$ cat src/rtl/chroni_fetch_pkg.sv
// ============================================================================
// Module  : chroni_fetch_pkg
// Brief   : Shared constants and FSM encoding for the chroni memory fetcher.
// Rev     : 1.0  initial release
// ============================================================================
`default_nettype none

package chroni_fetch_pkg;

    localparam int C_ADDR_W_DEFAULT     = 14;
    localparam int C_FIFO_DEPTH_DEFAULT = 16;
    localparam int C_BYTE_W             = 8;

    typedef enum logic [1:0] {
        ST_IDLE      = 2'd0,
        ST_REQ       = 2'd1,
        ST_FULL_WAIT = 2'd2,
        ST_DONE      = 2'd3
    } fetch_state_t;

endpackage

`default_nettype wire

$ cat src/rtl/chroni_fetch_fifo.sv
// ============================================================================
// Module  : chroni_fetch_fifo
// Brief   : Show-ahead byte FIFO with push, pop, flush, level, empty and full.
// Rev     : 1.0  initial release
// ============================================================================
`default_nettype none

module chroni_fetch_fifo
    import chroni_fetch_pkg::*;
#(
    parameter int DEPTH = C_FIFO_DEPTH_DEFAULT
)(
    input  logic                    clk,
    input  logic                    rst_n,
    input  logic                    i_push,
    input  logic [C_BYTE_W-1:0]     i_wdata,
    input  logic                    i_pop,
    input  logic                    i_flush,
    output logic [C_BYTE_W-1:0]     o_rdata,
    output logic                    o_empty,
    output logic                    o_full,
    output logic [$clog2(DEPTH):0]  o_level
);

    localparam int PTR_W = $clog2(DEPTH);
    localparam int LVL_W = PTR_W + 1;

    logic [C_BYTE_W-1:0] r_mem [DEPTH];
    logic [PTR_W-1:0]    r_wr_ptr;
    logic [PTR_W-1:0]    r_rd_ptr;
    logic [LVL_W-1:0]    r_level;
    logic                w_do_push;
    logic                w_do_pop;

    assign o_empty   = (r_level == '0);
    assign o_full    = (r_level == LVL_W'(DEPTH));
    assign o_level   = r_level;
    assign o_rdata   = r_mem[r_rd_ptr];
    assign w_do_push = i_push && !o_full && !i_flush;
    assign w_do_pop  = i_pop && !o_empty && !i_flush;

    always_ff @(posedge clk) begin
        if (w_do_push) begin
            r_mem[r_wr_ptr] <= i_wdata;
        end
    end

    always_ff @(posedge clk or negedge rst_n) begin
        if (!rst_n) begin
            r_wr_ptr <= '0;
            r_rd_ptr <= '0;
            r_level  <= '0;
        end else if (i_flush) begin
            r_wr_ptr <= '0;
            r_rd_ptr <= '0;
            r_level  <= '0;
        end else begin
            if (w_do_push) begin
                r_wr_ptr <= r_wr_ptr + PTR_W'(1);
            end
            if (w_do_pop) begin
                r_rd_ptr <= r_rd_ptr + PTR_W'(1);
            end
            case ({w_do_push, w_do_pop})
                2'b10:   r_level <= r_level + LVL_W'(1);
                2'b01:   r_level <= r_level - LVL_W'(1);
                default: r_level <= r_level;
            endcase
        end
    end

endmodule

`default_nettype wire

$ cat src/rtl/chroni_fetch.sv
// ============================================================================
// Module  : chroni_fetch
// Brief   : Bus read initiator that fetches a byte run into a small FIFO.
//           Optional ack watchdog enabled by defining CHRONI_FETCH_TIMEOUT_EN.
// Rev     : 1.0  initial release
// ============================================================================
`default_nettype none

module chroni_fetch
    import chroni_fetch_pkg::*;
#(
    parameter int ADDR_W     = C_ADDR_W_DEFAULT,
    parameter int FIFO_DEPTH = C_FIFO_DEPTH_DEFAULT
`ifdef CHRONI_FETCH_TIMEOUT_EN
    ,
    parameter int TIMEOUT_CYCLES = 64
`endif
)(
    input  logic                          sys_clk,
    input  logic                          reset_n,
    input  logic                          start,
    input  logic [ADDR_W-1:0]             base_addr,
    input  logic [7:0]                    count,
    input  logic                          abort,
    output logic                          busy,
    output logic                          done,
    output logic [ADDR_W-1:0]             addr_out,
    output logic                          rd_req,
    input  logic                          rd_ack,
    input  logic [7:0]                    data_in,
    input  logic                          pop,
    output logic [7:0]                    fifo_data,
    output logic                          fifo_empty,
    output logic [$clog2(FIFO_DEPTH):0]   fifo_level,
    output logic                          fetch_err
);

    fetch_state_t      r_state;
    fetch_state_t      w_state_nx;
    logic              r_rd_req;
    logic              w_rd_req_nx;
    logic [ADDR_W-1:0] r_addr;
    logic [ADDR_W-1:0] w_addr_nx;
    logic [7:0]        r_rem;
    logic [7:0]        w_rem_nx;
    logic              r_busy;
    logic              w_busy_nx;
    logic              r_done;
    logic              w_timeout;
    logic              w_abort;
    logic              w_push;
    logic              w_pop;
    logic              w_full;
    logic              w_full_after;
    logic              w_start_ok;

    assign w_abort    = abort || w_timeout;
    assign w_push     = (r_state == ST_REQ) && r_rd_req && rd_ack && !w_abort;
    assign w_pop      = pop && !fifo_empty;
    assign w_start_ok = (r_state == ST_IDLE) && start && !abort;
    // A push with no pop fills the last free slot only from DEPTH-1.
    assign w_full_after = !w_pop &&
                          (fifo_level == ($clog2(FIFO_DEPTH) + 1)'(FIFO_DEPTH - 1));

    always_comb begin
        w_state_nx  = r_state;
        w_rd_req_nx = r_rd_req;
        w_addr_nx   = r_addr;
        w_rem_nx    = r_rem;
        w_busy_nx   = r_busy;
        if (w_abort) begin
            w_state_nx  = ST_IDLE;
            w_rd_req_nx = 1'b0;
            w_rem_nx    = '0;
            w_busy_nx   = 1'b0;
        end else begin
            case (r_state)
                ST_IDLE: begin
                    if (start) begin
                        w_busy_nx = 1'b1;
                        if (count == 8'd0) begin
                            w_state_nx = ST_DONE;
                        end else begin
                            w_state_nx  = ST_REQ;
                            w_rd_req_nx = 1'b1;
                            w_addr_nx   = base_addr;
                            w_rem_nx    = count;
                        end
                    end
                end
                ST_REQ: begin
                    if (w_push) begin
                        w_addr_nx = r_addr + ADDR_W'(1);
                        w_rem_nx  = r_rem - 8'd1;
                        if (r_rem == 8'd1) begin
                            w_state_nx  = ST_DONE;
                            w_rd_req_nx = 1'b0;
                        end else if (w_full_after) begin
                            w_state_nx  = ST_FULL_WAIT;
                            w_rd_req_nx = 1'b0;
                        end
                    end
                end
                ST_FULL_WAIT: begin
                    if (!w_full) begin
                        w_state_nx  = ST_REQ;
                        w_rd_req_nx = 1'b1;
                    end
                end
                ST_DONE: begin
                    w_state_nx = ST_IDLE;
                    w_busy_nx  = 1'b0;
                end
                default: begin
                    w_state_nx  = ST_IDLE;
                    w_rd_req_nx = 1'b0;
                    w_busy_nx   = 1'b0;
                end
            endcase
        end
    end

    always_ff @(posedge sys_clk or negedge reset_n) begin
        if (!reset_n) begin
            r_state  <= ST_IDLE;
            r_rd_req <= 1'b0;
            r_addr   <= '0;
            r_rem    <= '0;
            r_busy   <= 1'b0;
            r_done   <= 1'b0;
        end else begin
            r_state  <= w_state_nx;
            r_rd_req <= w_rd_req_nx;
            r_addr   <= w_addr_nx;
            r_rem    <= w_rem_nx;
            r_busy   <= w_busy_nx;
            r_done   <= (w_state_nx == ST_DONE);
        end
    end

`ifdef CHRONI_FETCH_TIMEOUT_EN
    localparam int WD_W = $clog2(TIMEOUT_CYCLES);

    logic [WD_W-1:0] r_wd_cnt;
    logic            r_err;

    assign w_timeout = (r_state == ST_REQ) &&
                       (r_wd_cnt == WD_W'(TIMEOUT_CYCLES - 1));
    assign fetch_err = r_err;

    always_ff @(posedge sys_clk or negedge reset_n) begin
        if (!reset_n) begin
            r_wd_cnt <= '0;
            r_err    <= 1'b0;
        end else begin
            if ((r_state != ST_REQ) || (r_rd_req && rd_ack) || abort) begin
                r_wd_cnt <= '0;
            end else begin
                r_wd_cnt <= r_wd_cnt + WD_W'(1);
            end
            if (w_timeout) begin
                r_err <= 1'b1;
            end else if (w_start_ok) begin
                r_err <= 1'b0;
            end
        end
    end
`else
    assign w_timeout = 1'b0;
    assign fetch_err = 1'b0;
`endif

    chroni_fetch_fifo #(
        .DEPTH   (FIFO_DEPTH)
    ) u_fifo (
        .clk     (sys_clk),
        .rst_n   (reset_n),
        .i_push  (w_push),
        .i_wdata (data_in),
        .i_pop   (pop),
        .i_flush (w_abort),
        .o_rdata (fifo_data),
        .o_empty (fifo_empty),
        .o_full  (w_full),
        .o_level (fifo_level)
    );

    assign busy     = r_busy;
    assign done     = r_done;
    assign rd_req   = r_rd_req;
    assign addr_out = r_addr;

endmodule

`default_nettype wire
$ cat config.mk
export PLATFORM = sky130hd
export DESIGN_NAME = chroni_fetch
export DESIGN_NICKNAME = d
export VERILOG_FILES = /design/src/rtl/chroni_fetch_pkg.sv /design/src/rtl/chroni_fetch_fifo.sv /design/src/rtl/chroni_fetch.sv
export SDC_FILE = /design/constraint.sdc
export NUM_CORES = 1
export LEC_CHECK = 0
export BUFFER_PORTS_ARGS = -buffer_cell sky130_fd_sc_hd__buf_2
export CORE_MARGIN = 5
export CORE_UTILIZATION = 64
export CTS_CLUSTER_DIAMETER = 60
export CTS_CLUSTER_SIZE = 12
export DETAILED_ROUTE_END_ITERATION = 10
export GPL_ROUTABILITY_DRIVEN = 1
export PLACE_DENSITY = 0.85
export SLEW_MARGIN = 20
export SYNTH_ARGS = -nofsm -noshare
export SYNTH_HDL_FRONTEND = slang
export SYNTH_HIERARCHICAL = 1
export SYNTH_SLANG_ARGS = --single-unit
$ cat constraint.sdc
create_clock -name sys_clk -period 4.7 [get_ports sys_clk]
set_input_delay 0.47 -clock sys_clk [delete_from_list [all_inputs] [get_ports sys_clk]]
set_output_delay 0.47 -clock sys_clk [all_outputs]
set_load 0.05 [all_outputs]
==> Word-level counts from Yosys, hierarchy flattened <==
Memories as Yosys holds them, arrays and structs flattened.
Index checks and enable logic that the tools add are counted.
W data, S select, Z words.
{ "word_totals": {"output_inout_bits": 32, "ff_bits": 40, "word_cells": 96, "memories": 1, "mem_bits_rw": 128} }
{ "memory_table": {"columns": ["memory", "words", "width", "read_ports", "rd_ports_with_merged_regs", "wr", "line_no", "text"], "rows": [
  ["u_fifo.r_mem", 16, 8, 1, 0, 1, "chroni_fetch_fifo.sv:28", "logic [C_BYTE_W-1:0] r_mem [DEPTH];"]
]} }
{ "op_classes": {"n_bitwise": 1, "addsub": 6, "reduce_logical": 26, "n_eq_ne": 17, "mux": 36} }
{ "ops": {"columns": ["op", "n"], "rows": [
  ["$mux W14", 3],
  ["$mux W8", 4],
  ["$pmux W14 S2", 1],
  ["$mux W4", 4],
  ["$pmux W8 S2", 1],
  ["$add A14 B1 Y14 const B", 1],
  ["$mux W2", 7],
  ["$mux W1", 11],
  ["$pmux W5 S2", 1],
  ["$ne A3 B3 Y1 const B", 3],
  ["$reduce_bool A3 Y1", 3],
  ["$add A4 B1 Y4 const B", 2],
  ["$eq A2 B2 Y1 const B", 4],
  ["$eq A8 B1 Y1 const B", 1],
  ["$logic_and A1 B1 Y1", 8],
  ["$logic_not A8 Y1", 1],
  ["$pmux W2 S4", 1],
  ["$sub A8 B1 Y8 const B", 1],
  ["$reduce_and A6 Y1", 1],
  ["$reduce_bool A2 Y1", 3],
  ["$add A5 B1 Y5 const B", 1],
  ["$eq A5 B4 Y1 const B", 1],
  ["$eq A5 B5 Y1 const B", 1],
  ["$logic_not A5 Y1", 1],
  ["other kinds (16)", 21]
]} }

==> Longest topological paths before layout <==
Gate-level depths: netlist (run 1).
{ "logic_depth": {"word_depth": 11, "mapped_depth": 13} }

==> Cells and area by module <==
Netlist (run 1), hierarchy kept.
{ "modules_own_cells": {"columns": ["module", "area_each_um2", "cells_each", "n_inst", "seq_area_each_um2"], "rows": [
  ["chroni_fetch_fifo", 5850.6, 356, 1, 4169.0],
  ["chroni_fetch", 1818.0, 206, 1, 675.6]
]} }

==> Least setup slack after synthesis (run 1) <==
OpenSTA, ideal clock, no wires.
{ "synth_path": {"kind": "flip-flop to flip-flop", "startpoint": "register u_fifo.r_level[1] (netlist: u_fifo/o_level[1])", "endpoint": "register r_rd_req (netlist: rd_req)", "setup_slack_ns": 1.795, "path_buffers": 1, "setup_ns": 0.122, "arrival_time_ns": 2.784, "stages_incl_launch_ff": 8, "cell_sequence": "dfrtp_1 > or4_1 > buf_2 > nor2_1 > nor2b_1 > nor3_1 > o221ai_1 > a32o_1"} }
{ "synth_via": {"elab_chain_len": 7, "elab_cells_between_ends": 10} }
{ "synth_rtl": {"columns": ["element", "line_no", "text"], "rows": [
  ["start, declared", "chroni_fetch_fifo.sv:31", "logic [LVL_W-1:0] r_level;"],
  ["start signal, assigned", "chroni_fetch_fifo.sv:65", "2'b10: r_level <= r_level + LVL_W'(1);"],
  ["start signal, assigned", "chroni_fetch_fifo.sv:66", "2'b01: r_level <= r_level - LVL_W'(1);"],
  ["start signal, assigned", "chroni_fetch_fifo.sv:67", "default: r_level <= r_level;"],
  ["$logic_not A5 Y1", "chroni_fetch_fifo.sv:35", "assign o_empty = (r_level == '0);"],
  ["via fifo_empty", "chroni_fetch.sv:33", "output logic fifo_empty,"],
  ["$logic_not A1 Y1", "chroni_fetch.sv:59", "assign w_pop = pop && !fifo_empty;"],
  ["$logic_and A1 B1 Y1", "chroni_fetch.sv:59", null],
  ["$logic_not A1 Y1", "chroni_fetch.sv:62", "assign w_full_after = !w_pop &&"],
  ["$logic_and A1 B1 Y1", "chroni_fetch.sv:62", null],
  ["$ne A4 B3 Y1 (no source line)", null, null],
  ["$reduce_and A6 Y1 (no source line)", null, null],
  ["end signal, assigned", "chroni_fetch.sv:133", "r_rd_req <= w_rd_req_nx;"],
  ["end, declared", "chroni_fetch.sv:40", "logic r_rd_req;"]
]} }
The timed path passes the listed nets, and every way through them passes these cells.
A chain may end at the register's enable or synchronous reset.

==> Worst setup path in the final report (run 1) <==
{ "layout_path": {"startpoint": "register u_fifo.r_rd_ptr[1]", "endpoint": "output fifo_data[7]"} }
{ "layout_via": {"elab_chain_len": 1} }
{ "layout_rtl": {"columns": ["element", "line_no", "text"], "rows": [
  ["start, declared", "chroni_fetch_fifo.sv:30", "logic [PTR_W-1:0] r_rd_ptr;"],
  ["start signal, assigned", "chroni_fetch_fifo.sv:62", "r_rd_ptr <= r_rd_ptr + PTR_W'(1);"],
  ["$mem_v2 Z16 W8", null, null],
  ["end, declared", "chroni_fetch.sv:32", "output logic [7:0] fifo_data,"]
]} }
No other way between the ends.

==> results of run 1 <==
[cells in the final DEF (no fill, tap or decap), drive strengths merged, types with 15 or more instances in the layout]
master,instances
mux2i,26
edfxtp,128
mux4,16
dfrtp,40
nor2,48
inv,15
clkbuf,17
o21ai,28
nand2,33
buf,70
a21oi,25
[registers in the layout (all words and copies together), names as in the netlist]
name	count
u_fifo/r_mem	128
addr_out	14
r_rem	8
u_fifo/o_level	5
u_fifo/r_rd_ptr	4
u_fifo/r_wr_ptr	4
r_state	2
busy	1
done	1
rd_req	1
[where the power goes]
part	total, mW	switching [mW]	leakage [nW]	internal (mW)
combinational	0.990	0.610	1.16	0.380
clock	1.29	0.566	0.267	0.727
sequential	1.83	0.174	1.66	1.66
total	4.12	1.35	3.09	2.77
[worst reg2reg max path, cell delays in order (launching register included)]
cell and delay [ns]:
dfrtp_1 0.48, nand4b_1 0.28, nor2_1 0.13, buf_4 0.22, a21boi_1 0.54, nand2_1 0.38
nor2_1 0.69
[worst min-delay path by stage]
stage,endpoint,slack (ns),cells past startpoint
detailed placement,busy$_DFFE_PN0P_,0.54,2
finish,addr_out[1]$_DFFE_PN0P_,0.18,1
CTS,addr_out[5]$_DFFE_PN0P_,0.20,1
global placement,busy$_DFFE_PN0P_,0.52,2
floorplan,addr_out[0]$_DFFE_PN0P_,0.17,0
global route,r_rem[1]$_DFFE_PN0P_,0.26,1
[metrics by stage]
step	util, %	instance area [µm²]	setup slack (ns)	instances	power (mW)
finish	72.47	8596	1.196	774	4.117
global route	72.47	8596	1.033	774	4.279
CTS	72.44	8592	1.152	774	4.132
detailed placement	67.82	8044	1.645	743	2.841
global placement	67.82	8044	1.711	743	2.806
floorplan	-	7669	1.795	562	2.601
[area by class of cell]
type                       instances  area (µm²)  share of cell area [%]
inverter                          11       41.29                  0.4803
clock inverter                    14       122.6                   1.426
clock buffer                      17       425.4                   4.949
timing repair buffer              70       360.3                   4.192
sequential                       168        4848                   56.40
multi-input combinational        347        2614                   30.41
tap                              147       183.9                   2.140
[layer usage]
| layer | routed length [µm] | part of all wire, % | global-route usage [%] |
|---|---|---|---|
| met5 | 0 | 0 | 0 |
| met3 | 1877 | 11 | 5.935 |
| met4 | 457 | 2.6 | 8.805 |
| met2 | 8703 | 49 | 40.36 |
| met1 | 6823 | 38 | 36.06 |
[cell families after synthesis]
family                   Yosys count  synth area share, %
other                              1              0.04890
AND/OR/NAND/NOR                  140                9.381
AO/OA/AOI/OAI                    131                11.67
buffers and inverters             47                2.757
adder cells (fa/ha/maj)           12                2.056
multiplexers                      55                10.00
flip-flops                       168                63.18
XOR/XNOR                           8               0.9137
==> run metrics, run 1 <==
largest net degree at the start of global routing 48; ys flop type edfxtp_1; Worst Setup SP u_fifo/r_rd_ptr[1]$_DFFE_PN0P_; RSZ-0062 raised after global routing false; die height 119.5 µm; Worst Path Max Fanout 21; Avg WL per Cell 23.08 µm; Final min period 3.504 ns; top post-synthesis cells by area edfxtp_1 50%, dfrtp_1 13%, mux4_2 4.7%, mux2i_1 3.4%, nor2_1 2.3%; WP data required 4.23 ns; I/O Buffers 66; top cell family by delay on the critical path simple AND/OR/NAND/NOR gates; worst-skew pair later-pin latency 0.43 ns; skew final 0.006309 ns; Post-synth top cells 128 x edfxtp_1, 46 x nor2_1, 40 x dfrtp_1; Area growth, synth to finish 12.09%; DIE WIDTH 119.5 µm; ant diodes 0; # Max-Cap Violations 0; post-CTS sizing 0; I/O pin total 68; post-synthesis cell area 7669 µm²; Rel. slew slack 31.04%; CTS clock-pin slew for the worst setup and hold paths 0.06 ns; fill cell count 713; Critical Path, Cell by Cell nor2b_1 -> a221oi_1 -> o21ai_0 -> nand2_1 -> buf_2; first-pass GRT wire length 27890 µm; cells after synthesis 562; TritonCTS clock tree built; CP endpoint fifo_data[7]; synthesis warning total 6; WHS 0.1756 ns; Worst Path Buf+Inv 1; fraction of registers with async set/reset 23.81%; Hold Crit Class in -> async; total core area 11860 µm²; row count 40; Slew Limit Fails 0; layout cells sized above 1 22.81%; register area share after synthesis 63.18%; Post-synth EDFFs 128; first-pass detailed-route iteration total 5; fin crit share 74.54%; Overall Global Routing Usage 25.78%; clock buffer depth 2; Yosys top cell by area edfxtp_1; Netlist cell types 64; maximum VDD drop 0.3168 mV; final setup violation count 0; critical path class reg -> out; # hold bufs at CTS 0; number of remaining DRC errors 0; vias per std cell 6.753; Slowest-stage cell, CP nor2b_1; Seq cells post-synth 168; Final #Nets 663; WP data arrival 3.03 ns; Via Count 5227; R2R depth 6; Mapped Nets 610; routed wire length 17860 µm; count leader, synth edfxtp_1; Initial DRC Count 849; Crit path depth 5; Slew @ Worst Pin 1.034 ns; CP startpoint kind register; Clock Sinks 168; reg2reg setup slack 1.61 ns; ANT nets after route 0; total grt overflow 0; die area 14270 µm²; Avg Synthesized Cell Area 13.65 µm²; setup_tns 0 ns; Pleak 3.087 nW; r2r endpoint u_fifo/r_mem[11][2]$_DFFE_PP_; post-synth top area share 50.12%; max incr delay on CP 0.92 ns; routability congestion estimate 0.8448; Starting Density 64.65%; Pwr Density 478.9 nW/µm²; H-tree levels 4; CTS Root Cell clkbuf_16; Post-CTS Setup Bufs 0; FF-to-FF Start r_state[1]$_DFF_PN0_; vias in the first global route 4988; CP Capture Type output pin; outcome completed; final hold vios 0; CTS Buf Count 17; maximum clock rate 285.4 MHz; initial antenna violation count 0; post-DP HPWL 11480 µm
No activity file was read; power rests on OpenSTA's default activity.
==> run 2, diff against run 1 <==
CORE_UTILIZATION = 54   (was 64)
PLACE_DENSITY = 0.76   (was 0.85)
clock period = 3 ns   (was 4.7 ns; I/O delays follow)
==> run metrics, run 2 (same netlist as run 1, synthesis figures left out) <==
Rel. slew slack 38.61% (was 31.04%); post-route setup slack 0.1071 ns (was 1.196 ns); Initial DRC Count 538 (was 849); Reg with most FFs u_fifo/r_mem (unchanged); ant diodes 0 (unchanged); first-pass GRT wire length 26740 µm (was 27890 µm); Design Area, Final 8827 µm² (was 8596 µm²); Via Count 5141 (was 5227); largest net degree at the start of global routing 47 (was 48); TritonCTS clock tree built (unchanged); H-tree levels 4 (unchanged); CTS Buf Count 17 (unchanged); ANT nets after route 0 (unchanged); Final min period 2.893 ns; # hold bufs at CTS 0 (unchanged); I/O Buffers 66 (unchanged); initial antenna violation count 0 (unchanged); fin crit share 96.43%; WP data arrival 2.59 ns (was 3.03 ns); Clock Sinks 168 (unchanged); clock buffer depth 2 (unchanged); number of remaining DRC errors 0 (unchanged); CTS Root Cell clkbuf_16 (unchanged); skew final 0.008341 ns (was 0.006309 ns); Slew Limit Fails 0 (unchanged); Pleak 3.201 nW (was 3.087 nW); critical path class reg -> out (unchanged); Pwr Density 737.6 nW/µm² (was 478.9 nW/µm²); row count 43 (was 40); Worst Path Max Fanout 46 (was 21); final hold vios 0 (unchanged); setup_tns 0 ns (unchanged); layout cells sized above 1 24.96% (was 22.81%); worst-skew pair later-pin latency 0.43 ns (about the same); final setup violation count 0 (unchanged); Hold Crit Class in -> async (unchanged); Tot Pwr 6.511 mW (was 4.117 mW); Overall Global Routing Usage 21.01% (was 25.78%); Area growth, synth to finish 15.11% (was 12.09%); post-CTS sizing 0 (unchanged); DIE WIDTH 129.2 µm (was 119.5 µm); Post-CTS Setup Bufs 0 (unchanged); Post-DP Area 8263 µm² (was 8044 µm²); routability congestion estimate 0.8677 (was 0.8448); maximum VDD drop 0.3979 mV (was 0.3168 mV); total core area 13880 µm² (was 11860 µm²); die area 16680 µm² (was 14270 µm²); die height 129.2 µm (was 119.5 µm); Util after Layout 63.59% (was 72.47%); Avg WL per Cell 20.26 µm (was 23.08 µm); maximum clock rate 345.7 MHz; post-DP HPWL 11140 µm (was 11480 µm); I/O pin total 68 (unchanged); total grt overflow 0 (unchanged); vias per std cell 6.201 (was 6.753); vias in the first global route 5010 (was 4988); routed wire length 16800 µm (was 17860 µm); # Max-Cap Violations 0 (unchanged); Setup WS pre-CTS 0.2678 ns (was 1.645 ns); CTS clock-pin slew for the worst setup and hold paths 0.06 ns (about the same); Starting Density 55.25% (was 64.65%); RSZ-0062 raised after global routing false (unchanged); outcome completed (unchanged); WP data required 2.70 ns (was 4.23 ns); Slew @ Worst Pin 0.9208 ns (was 1.034 ns); most frequent cells in the layout 128 x edfxtp_1, 66 x buf_2, 46 x nor2_1 (unchanged); most common cell after layout, fill and taps aside edfxtp_1 (unchanged); first-pass detailed-route iteration total 5 (unchanged); CP startpoint kind register (unchanged); Final #Nets 685 (was 663); CP Capture Type output pin (unchanged); max reg flops 128 (unchanged)
run 2: worst paths after layout:
| kind | from | end | slack, ns | cells after the start |
|---|---|---|---|---|
| min | reset_n | addr_out[13]$_DFFE_PN0P_ | 0.02 | 1 |
| min in group sys_clk | base_addr[1] | addr_out[1]$_DFFE_PN0P_ | 0.17 | 3 |
| max in group asynchronous | reset_n | u_fifo/r_rd_ptr[0]$_DFFE_PN0P_ | 2.35 | 1 |
| min reg2reg | busy$_DFFE_PN0P_ | busy$_DFFE_PN0P_ | 0.55 | 2 |
| max | u_fifo/r_rd_ptr[0]$_DFFE_PN0P_ | fifo_data[1] | 0.11 | 7 |
| max reg2reg | u_fifo/o_level[1]$_DFFE_PN0P_ | u_fifo/o_level[3]$_DFFE_PN0P_ | 0.22 | 10 |
run 2: layer usage:
| layer | global-route usage, % | vias to the layer above | wire length, µm |
|---|---|---|---|
| li1 | - | 2332 | - |
| met1 | 29.43 | 2558 | 7152 |
| met2 | 33.60 | 224 | 8276 |
| met3 | 3.957 | 27 | 1077 |
| met4 | 6.918 | 0 | 293 |
| met5 | 0 | - | 0 |
run 2: worst max-delay path: stages, from the launching register on:
cell and delay, ns:
dfrtp_2 0.46, buf_12 0.32, mux2_2 0.38, o21ai_0 0.24
a21oi_1 0.13, o21ai_0 0.26, nand2_1 0.12, buf_2 0.23
run 2: cell type report:
class	count	area, µm²
tap	180	225.2
fill	1031	5054
timing repair buffer	92	538.0
multi-input combinational	347	2615
clock inverter	12	128.9
clock buffer	19	432.9
inverter	11	41.29
sequential	168	4846
run 2: through the flow:
stage	instances	hold slack, ns
6_report	829	0.01576
3_3_place_gp	798	0.4842
4_1_cts	829	0.02949
2_1_floorplan	562	0.004409
3_5_place_dp	798	0.4822
5_1_grt	829	0.08389
run 2: power by group:
group          internal (mW)  switching (mW)
clock network           1.22           0.849
logic                  0.623            1.08
registers               2.60           0.143
total                   4.44            2.07
